## src/rtl/fetch_unit.sv

```systemverilog
// RV32I fetch stage: PC owner, in-order imem requester, prefetch FIFO.
// Optional perf counters under `FETCH_PERF_EN.
module fetch_unit #(
  parameter int unsigned    DW       = 32,
  parameter int unsigned    DEPTH    = 4,
  parameter logic [DW-1:0]  RESET_PC = '0,
  parameter int unsigned    INC      = 4
) (
  input  logic          clk,
  input  logic          rst,
  output logic          imem_req_o,
  output logic [DW-1:0] imem_addr_o,
  input  logic          imem_ready_i,
  input  logic          imem_rvalid_i,
  input  logic [DW-1:0] imem_rdata_i,
  input  logic          redirect_i,
  input  logic [DW-1:0] redirect_pc_i,
  input  logic          stall_i,
  output logic          valid_o,
  input  logic          ready_i,
  output logic [DW-1:0] instr_o,
  output logic [DW-1:0] pc_o,
  output logic          empty_o,
  output logic          full_o
`ifdef FETCH_PERF_EN
  ,
  output logic [31:0]   fetched_cnt_o,
  output logic [31:0]   discarded_cnt_o,
  output logic [31:0]   redirect_cnt_o
`endif
);

  localparam int unsigned AW = $clog2(DEPTH);
  localparam int unsigned CW = AW + 1;
  localparam logic [CW-1:0] DEPC = CW'(DEPTH);
  localparam logic [CW:0]   DEP1 = (CW+1)'(DEPTH);

  logic [DW-1:0] pc_q, pc_d;
  logic [CW-1:0] cnt_q, cnt_d;
  logic [CW-1:0] out_q, out_d;
  logic [CW-1:0] disc_q, disc_d;
  logic [AW-1:0] hd_q, hd_d;
  logic [AW-1:0] tl_q, tl_d;
  logic [AW-1:0] iwr_q, iwr_d;
  logic [AW-1:0] ird_q, ird_d;

  logic [DW-1:0] fpc_q  [DEPTH];
  logic [DW-1:0] fins_q [DEPTH];
  logic [DW-1:0] ipc_q  [DEPTH];

  logic          fire;
  logic          rsp;
  logic          drop;
  logic          push;
  logic          pop;
  logic [CW:0]   credit;

  // Requests reserve a FIFO slot up front so responses never overflow.
  assign credit      = {1'b0, cnt_q} + {1'b0, out_q};
  assign imem_req_o  = !rst && !stall_i && !redirect_i
                       && (credit < DEP1);
  assign imem_addr_o = pc_q;

  assign fire = imem_req_o && imem_ready_i;
  assign rsp  = imem_rvalid_i && (out_q != '0);
  assign drop = rsp && (redirect_i || (disc_q != '0));
  assign push = rsp && !drop;
  assign pop  = valid_o && ready_i && !redirect_i;

  assign valid_o = (cnt_q != '0);
  assign empty_o = (cnt_q == '0);
  assign full_o  = (cnt_q == DEPC);
  assign instr_o = valid_o ? fins_q[hd_q] : '0;
  assign pc_o    = valid_o ? fpc_q[hd_q]  : '0;

  always_comb begin
    pc_d   = fire ? pc_q + DW'(INC) : pc_q;
    out_d  = out_q + CW'(fire) - CW'(rsp);
    iwr_d  = iwr_q + AW'(fire);
    ird_d  = ird_q + AW'(rsp);
    hd_d   = hd_q + AW'(pop);
    tl_d   = tl_q + AW'(push);
    cnt_d  = cnt_q + CW'(push) - CW'(pop);
    disc_d = disc_q - CW'(rsp && (disc_q != '0));
    if (redirect_i) begin
      pc_d   = redirect_pc_i;
      hd_d   = '0;
      tl_d   = '0;
      cnt_d  = '0;
      disc_d = out_d;
    end
  end

  always_ff @(posedge clk) begin
    if (rst) begin
      pc_q   <= RESET_PC;
      cnt_q  <= '0;
      out_q  <= '0;
      disc_q <= '0;
      hd_q   <= '0;
      tl_q   <= '0;
      iwr_q  <= '0;
      ird_q  <= '0;
    end else begin
      pc_q   <= pc_d;
      cnt_q  <= cnt_d;
      out_q  <= out_d;
      disc_q <= disc_d;
      hd_q   <= hd_d;
      tl_q   <= tl_d;
      iwr_q  <= iwr_d;
      ird_q  <= ird_d;
    end
  end

  // Storage needs no reset; occupancy is tracked by the counters.
  always_ff @(posedge clk) begin
    if (push) begin
      fpc_q[tl_q]  <= ipc_q[ird_q];
      fins_q[tl_q] <= imem_rdata_i;
    end
    if (fire) begin
      ipc_q[iwr_q] <= pc_q;
    end
  end

`ifdef FETCH_PERF_EN
  logic [31:0] fet_q;
  logic [31:0] dis_q;
  logic [31:0] red_q;

  always_ff @(posedge clk) begin
    if (rst) begin
      fet_q <= '0;
      dis_q <= '0;
      red_q <= '0;
    end else begin
      fet_q <= fet_q + 32'(pop);
      dis_q <= dis_q + 32'(drop);
      red_q <= red_q + 32'(redirect_i);
    end
  end

  assign fetched_cnt_o   = fet_q;
  assign discarded_cnt_o = dis_q;
  assign redirect_cnt_o  = red_q;
`endif

endmodule

```

## config.mk

```make
export PLATFORM = sky130hd
export DESIGN_NAME = fetch_unit
export DESIGN_NICKNAME = d
export VERILOG_FILES = /design/src/rtl/fetch_unit.sv
export SDC_FILE = /design/constraint.sdc
export NUM_CORES = 1
export LEC_CHECK = 0
export ABC_AREA = 0
export BUFFER_PORTS_ARGS = -buffer_cell sky130_fd_sc_hd__buf_4
export CORE_MARGIN = 4
export CORE_UTILIZATION = 52
export CTS_CLUSTER_SIZE = 40
export DETAILED_ROUTE_END_ITERATION = 8
export PLACE_DENSITY = 0.82
export SLEW_MARGIN = 20
export SYNTH_ARGS = -nofsm -noshare
export SYNTH_HDL_FRONTEND = slang
export SYNTH_SLANG_ARGS = --single-unit
```

## constraint.sdc

```tcl
create_clock -name clk -period 7.05 [get_ports clk]
set_clock_uncertainty 0.05 [all_clocks]
set_input_delay 2.115 -clock clk [delete_from_list [all_inputs] [get_ports clk]]
set_output_delay 2.115 -clock clk [all_outputs]
set_load 0.1 [all_outputs]
```

==> results of run 1 <==
==> worst min-delay path by stage <==
stage,depth (start not counted),to
after floorplan,2,disc_q[2]
final,2,disc_q[2]
after global routing,0,ipc_q[2][27]
after CTS,2,disc_q[2]
after detailed placement,2,disc_q[2]
after global placement,2,disc_q[2]
==> cell type report <==
type                    instances  area (um^2)  area share [%]
flip-flops and latches        433        12500            62.1
inverters                      16         61.3           0.304
repair buffers                185         1390            6.88
multi-input cells             405         4240            21.0
clock inverters                26          308            1.53
clock buffers                  50         1110            5.51
well taps                     435          544            2.70
==> per-layer routing <==
layer	vias up	share of wire [%]	global-route usage, %
met4	0	1.5	3.50
met3	46	6.9	3.15
met2	344	48	30.8
met5	-	0	0
li1	3965	-	-
met1	4512	43	27.6
==> stage by stage <==
step                      setup WS, ns  utilization (%)  power (mW)
after floorplan                   1.07                -        3.70
after global routing              1.53             63.3        6.39
after detailed placement          1.61             58.8        3.92
after CTS                         1.60             63.3        6.20
after global placement            1.61             58.8        3.90
final                             1.60             63.3        6.15
==> synthesized netlist by cell type (12+ instances only) <==
master / instances / area [um^2]
nand3_1: 14 / 70.1
clkbuf_1: 30 / 113
nor3_1: 12 / 60.1
nor2_1: 35 / 131
nand2_1: 25 / 93.8
ha_1: 13 / 163
and2_1: 74 / 463
dfxtp_1: 49 / 981
xnor2_1: 13 / 114
nand4_1: 12 / 75.1
inv_1: 14 / 52.6
buf_2: 13 / 65.1
edfxtp_1: 384 / 11500
mux4_2: 96 / 2160
a31oi_1: 12 / 75.1
==> registers in the layout, indices dropped and copies added (netlist names), 3 cells and up <==
register	count
disc_q	3
fins_q	128
out_q	3
cnt_q	3
imem_addr_o	32
fpc_q	128
ipc_q	128
==> cell families after synthesis <==
| kind of cell | Yosys count | share of synthesized area (%) |
|---|---|---|
| AND/OR/NAND/NOR | 213 | 7.22 |
| AO/OA/AOI/OAI | 60 | 2.46 |
| multiplexers | 100 | 13.0 |
| adder cells (fa/ha/maj) | 15 | 1.19 |
| flip-flops | 433 | 73.8 |
| buffers and inverters | 61 | 1.50 |
| XOR/XNOR | 17 | 0.878 |
==> where the power goes <==
group          internal (mW)  switching [mW]  leakage [nW]  total, mW
combinational          0.292           0.529          2.24      0.821
sequential              2.95          0.0893          3.89       3.04
clock                   1.38           0.902         0.700       2.29
total                   4.63            1.52          6.83       6.15
==> worst max-delay path: cells and delay by family <==
family / cells / cell delay [ns]
buffers and inverters: 2 / 0.55
AOI/OAI and AO/OA: 1 / 0.40
and+or+nand+nor: 1 / 0.21
==> flow_summary_export.csv, run 1 <==
group,metric,value,unit
grt,grt_max_degree,68,
synthesis,synth_edf_count,384,
placed_design,place.gp.congestion,0.847,
timing,post-route-period-util,77.3,%
synthesis,synthArstFlopShare,0,%
synthesis,synth_nets,985,
placed_design,place_area,0.0188,mm^2
critical_path,worstSetupPathType,"in2out",
die,start_util,53.2,%
clock_tree,cts_made_buffers,43,
run_status,outcome,"completed",
die,ios,171,
synthesis,synthCells,899,
timing,rsz0062_at_grt,"no",
grt,grt_pass1_wl,52.7,mm
synthesis,ys.flop_type,"edfxtp_1",
die,coreArea,0.0319,mm^2
worst_hold_path,min_path_type,"reg2reg",
final_layout,layout.nets,1170,
pwr,power.density,305,mW/mm^2
final_layout,n_fill_cell,2228,
routing,route.detailed.drc,0,
timing,max_freq,183,MHz
final_layout,layout_commonest_cell,"edfxtp_1",
synthesis,yosysWarnings,0,
critical_path,critPathMaxStageDelay,0.40,ns
clock_tree,clk_pin_slew,0.06,ns
timing,setup-violations-final,0,
clock_tree,clk_latency,0.53,ns
critical_path,critPathSlowestCell,"a311oi_4",
routing,dr.pass1.iters,5,
critical_path,start_kind,"input pin",
grt,grt.overflow.total,0,
placed_design,port-buffer-count,170,
critical_path,reg2reg_to,"fpc_q[3][21]",
clock_tree,cts_max_level,2,
final_layout,num_antenna_cells,0,
synthesis,avgSynthCellArea,18.9,um^2
die,die_h,189,um
critical_path,cp_data_arrival_time,3.29,ns
timing,holdWs,0.522,ns
routing,postRouteAntennaNets,0,
routing,wl,33.4,mm
clock_tree,cts-resized-gates,0,
timing,period_minus_slack,5.45,ns
critical_path,cp_max_fo,46,
final_layout,area_growth,18.9,%
critical_path,path_cells,"buf_4 > a311oi_4 > and2_1 > buf_4",
critical_path,critical_path.endpoint,"imem_req_o",
grt,antenna_found_initial,0,
synthesis,yosys_register_bits,433,
clock_tree,clkSinkCount,433,
timing,tightest_slew,1.02,ns
die,fp.dieW,189,um
clock_tree,hold_buffers,0,
synthesis,yosys.cell_types.count,50,
synthesis,synth_area,0.0170,mm^2
final_layout,final_cells,1550,
worst_hold_path,worstHoldStart,"disc_q[2]",
clock_tree,post_cts_buffers,0,
critical_path,cp.required,4.89,ns
timing,hold_viol,0,
grt,grt.total_usage,18.8,%
final_layout,mostFrequentLayoutCells,"edfxtp_1, buf_4, mux4_2, and2_1, dfxtp_1",
critical_path,end_kind,"primary output",
timing,fin_tns_setup,0,ns
critical_path,timing.rr.start,"disc_q[1]",
critical_path,rr_worst_depth,5,
timing,report.final.slew_viol_count,0,
critical_path,timing.critical_path.from,"rst",
die,die_area,0.0356,mm^2
die,std_cell_rows,65,
pwr,leakagePower,6.83,nW
clock_tree,cts_root_buffer,"clkbuf_16",
flow_run,maxCapViolCount,0,
critical_path,worst_path_most_repeated_cell,"buf_4",
critical_path,rrSetupSlack,4.02,ns
clock_tree,clockBufferDepth,3,
grt,grt_pass1_vias,9256,
synthesis,synth_seq_area_share,73.8,%
final_layout,design_area,0.0202,mm^2
clock_tree,cts_tree,"yes",
placed_design,dp.cells,1474,
final_layout,drive_gt1_share,33.1,%
pwr,worst_ir_drop_vdd,0.150,mV
routing,vias,8867,
routing,first_iter_violations,734,
placed_design,dpl.hpwl,19.8,mm
timing,slew_headroom,31.8,%
routing,viasPerCell,5.72,
routing,wl_per_cell,21.6,um
Power figures use the tool's default switching activity.
==> run 2, diff against run 1 <==
Clock period 7.05 ns to 4.4 ns, I/O delays scaled along.
==> run 2 against run 1 <==
  * Sequential cell count did not move
  * Total power rose by 58%
  * Wire length rose by 1.7%
  * Critical path depth did not move
  * Final area rose by 0.53%
  * Via count rose by 1.4%
  * Core utilization rose by 0.34 points
  * Worst setup slack got worse by 1.2 ns
  * Non-clock buffer count rose by 9
  * Critical endpoint is now instr_o[20]
  * Largest power group unchanged
==> flow_summary_export.csv, run 2 (synthesis gave the netlist of run 1 again) <==
group,metric,value,unit
final_layout,layout_commonest_cell,"edfxtp_1",
placed_design,dp.cells,1483,
placed_design,place.gp.congestion,0.846,
clock_tree,clk_pin_slew,0.06,ns
routing,vias,8995,
clock_tree,cts_root_buffer,"clkbuf_16",
critical_path,cp_data_arrival_time,2.59,ns
final_layout,top_regs,"fins_q: 128 flops, fpc_q: 128 flops, ipc_q: 128 flops",
critical_path,start_kind,"flop",
timing,hold_viol,0,
pwr,p_comb_share,13.5,%
critical_path,worst_path_most_repeated_cell,"buf_4",
clock_tree,cts_max_level,2,
worst_hold_path,worstHoldStart,"imem_addr_o[27]",
placed_design,port-buffer-count,170,
timing,tightest_slew,1.02,ns
clock_tree,clockBufferDepth,3,
clock_tree,clk_latency,0.53,ns
die,ios,171,
pwr,leakagePower,6.86,nW
critical_path,cp.required,3.03,ns
timing,max_freq,252,MHz
timing,post-route-period-util,90.1,%
die,die_h,189,um
grt,grt_max_degree,65,
die,die_area,0.0356,mm^2
clock_tree,cts_made_buffers,43,
timing,slew_headroom,32.0,%
flow_run,maxCapViolCount,0,
grt,grt_pass1_vias,9265,
routing,dr.pass1.iters,5,
pwr,worst_ir_drop_vdd,0.284,mV
timing,period_minus_slack,3.96,ns
final_layout,layout.nets,1179,
pwr,p_clk_share,35.9,%
pwr,switching_power,2.43,mW
final_layout,drive_gt1_share,33.2,%
critical_path,reg2reg_to,"cnt_q[2]",
routing,route.detailed.drc,0,
clock_tree,clkSinkCount,433,
final_layout,mostFrequentLayoutCells,"edfxtp_1, buf_4, mux4_2, and2_1",
placed_design,dpl.hpwl,20.9,mm
pwr,power.internal,7.29,mW
routing,postRouteAntennaNets,0,
routing,first_iter_violations,897,
routing,wl_met2,16.3,mm
clock_tree,post_cts_buffers,0,
clock_tree,cts-resized-gates,0,
critical_path,timing.rr.start,"cnt_q[0]",
die,start_util,53.2,%
die,coreArea,0.0319,mm^2
final_layout,num_antenna_cells,0,
grt,grt.total_usage,19.2,%
grt,grt.overflow.total,0,
grt,antenna_found_initial,0,
routing,wl_per_cell,21.8,um
die,std_cell_rows,65,
pwr,p_sw_share,25.0,%
critical_path,path_cells,"or3_2 > buf_4 > and2_1 > buf_4",
run_status,outcome,"completed",
final_layout,final_cells,1559,
final_layout,area_growth,19.6,%
routing,viasPerCell,5.77,
die,fp.dieW,189,um
pwr,sequentialPowerShare,50.5,%
critical_path,end_kind,"primary output",
timing,rsz0062_at_grt,"no",
clock_tree,cts_tree,"yes",
routing,wl_met1,14.4,mm
worst_hold_path,min_path_type,"reg2reg",
critical_path,critPathSlowestCell,"or3_2",
final_layout,final_util,63.6,%
clock_tree,hold_buffers,0,
timing,report.final.slew_viol_count,0,
routing,wl_met3,2.65,mm
routing,wl,34.0,mm
worst_hold_path,hold-path-cell-count,0,
grt,grt_pass1_wl,53.9,mm
critical_path,rrSetupSlack,1.16,ns
worst_hold_path,min_to,"ipc_q[2][27]",
routing,maxUsedRoutingLayer,"met4",
pwr,power.density,479,mW/mm^2
timing,setup-violations-final,0,
critical_path,worstSetupPathType,"reg2out",
critical_path,critPathMaxStageDelay,0.94,ns
critical_path,cp_max_fo,56,
critical_path,rr_worst_depth,9,
## run 2: cell count changes in the layout (fill, tap and decap cells not counted), moves of 2 or more
cell,delta
buf_4,+2
bufinv_16,-4
clkinv_1,+4
clkbuf_16,+2
buf_12,+7
clkinv_2,-3
## run 2: worst max path at each step
stage                     depth (start not counted)  slack [ns]           from      endpoint
after floorplan                                   3       -0.41  imem_rvalid_i  fins_q[0][0]
after global placement                            4        0.67        stall_i    imem_req_o
after detailed placement                          4        0.63        stall_i    imem_req_o
after CTS                                         4        0.38       cnt_q[0]      pc_o[13]
after global routing                              4        0.27       cnt_q[0]      pc_o[13]
final                                             4        0.44       cnt_q[0]   instr_o[20]
## run 2: cell type report
class / count / area [um^2]
clock inverter: 23 / 188
clock buffer: 53 / 1180
sequential: 433 / 12500
tap: 435 / 544
multi-input combinational: 405 / 4250
timing repair buffer: 194 / 1540
inverter: 16 / 61.3
fill: 2166 / 11600
## run 2: power groups by stage
stage | clock network (mW) | registers, mW | logic [mW]
after floorplan | 0 | 5.02 | 0.905
after global placement | 0 | 4.99 | 1.29
after detailed placement | 0 | 5.00 | 1.32
after CTS | 3.56 | 4.92 | 1.33
after global routing | 3.76 | 4.93 | 1.41
final | 3.49 | 4.91 | 1.31
## run 2: critical path, delay by kind of cell, from the launching register on
kind                   cells  cell delay [ns]
flip-flops                 1             0.38
buffers and inverters      2             0.57
AND/OR/NAND/NOR            2             1.08
## run 2: per-stage QoR
step                worst slack [ns]  TNS [ns]  total power [mW]  cell area, um^2  hold WS, ns
CTS                            0.382         0              9.80            20300        0.529
floorplan                     -0.406    -25.96              5.92            17000        0.475
global placement               0.670         0              6.28            18900        0.503
detailed placement             0.632         0              6.32            18900        0.508
finish                         0.437         0              9.72            20300        0.517
global route                   0.271         0              10.1            20300        0.551
## run 2: layer usage
layer	up-vias	global-route usage (%)
li1	3995	-
met1	4526	28.2
met2	414	30.5
met3	60	3.89
met4	0	4.48
met5	-	0
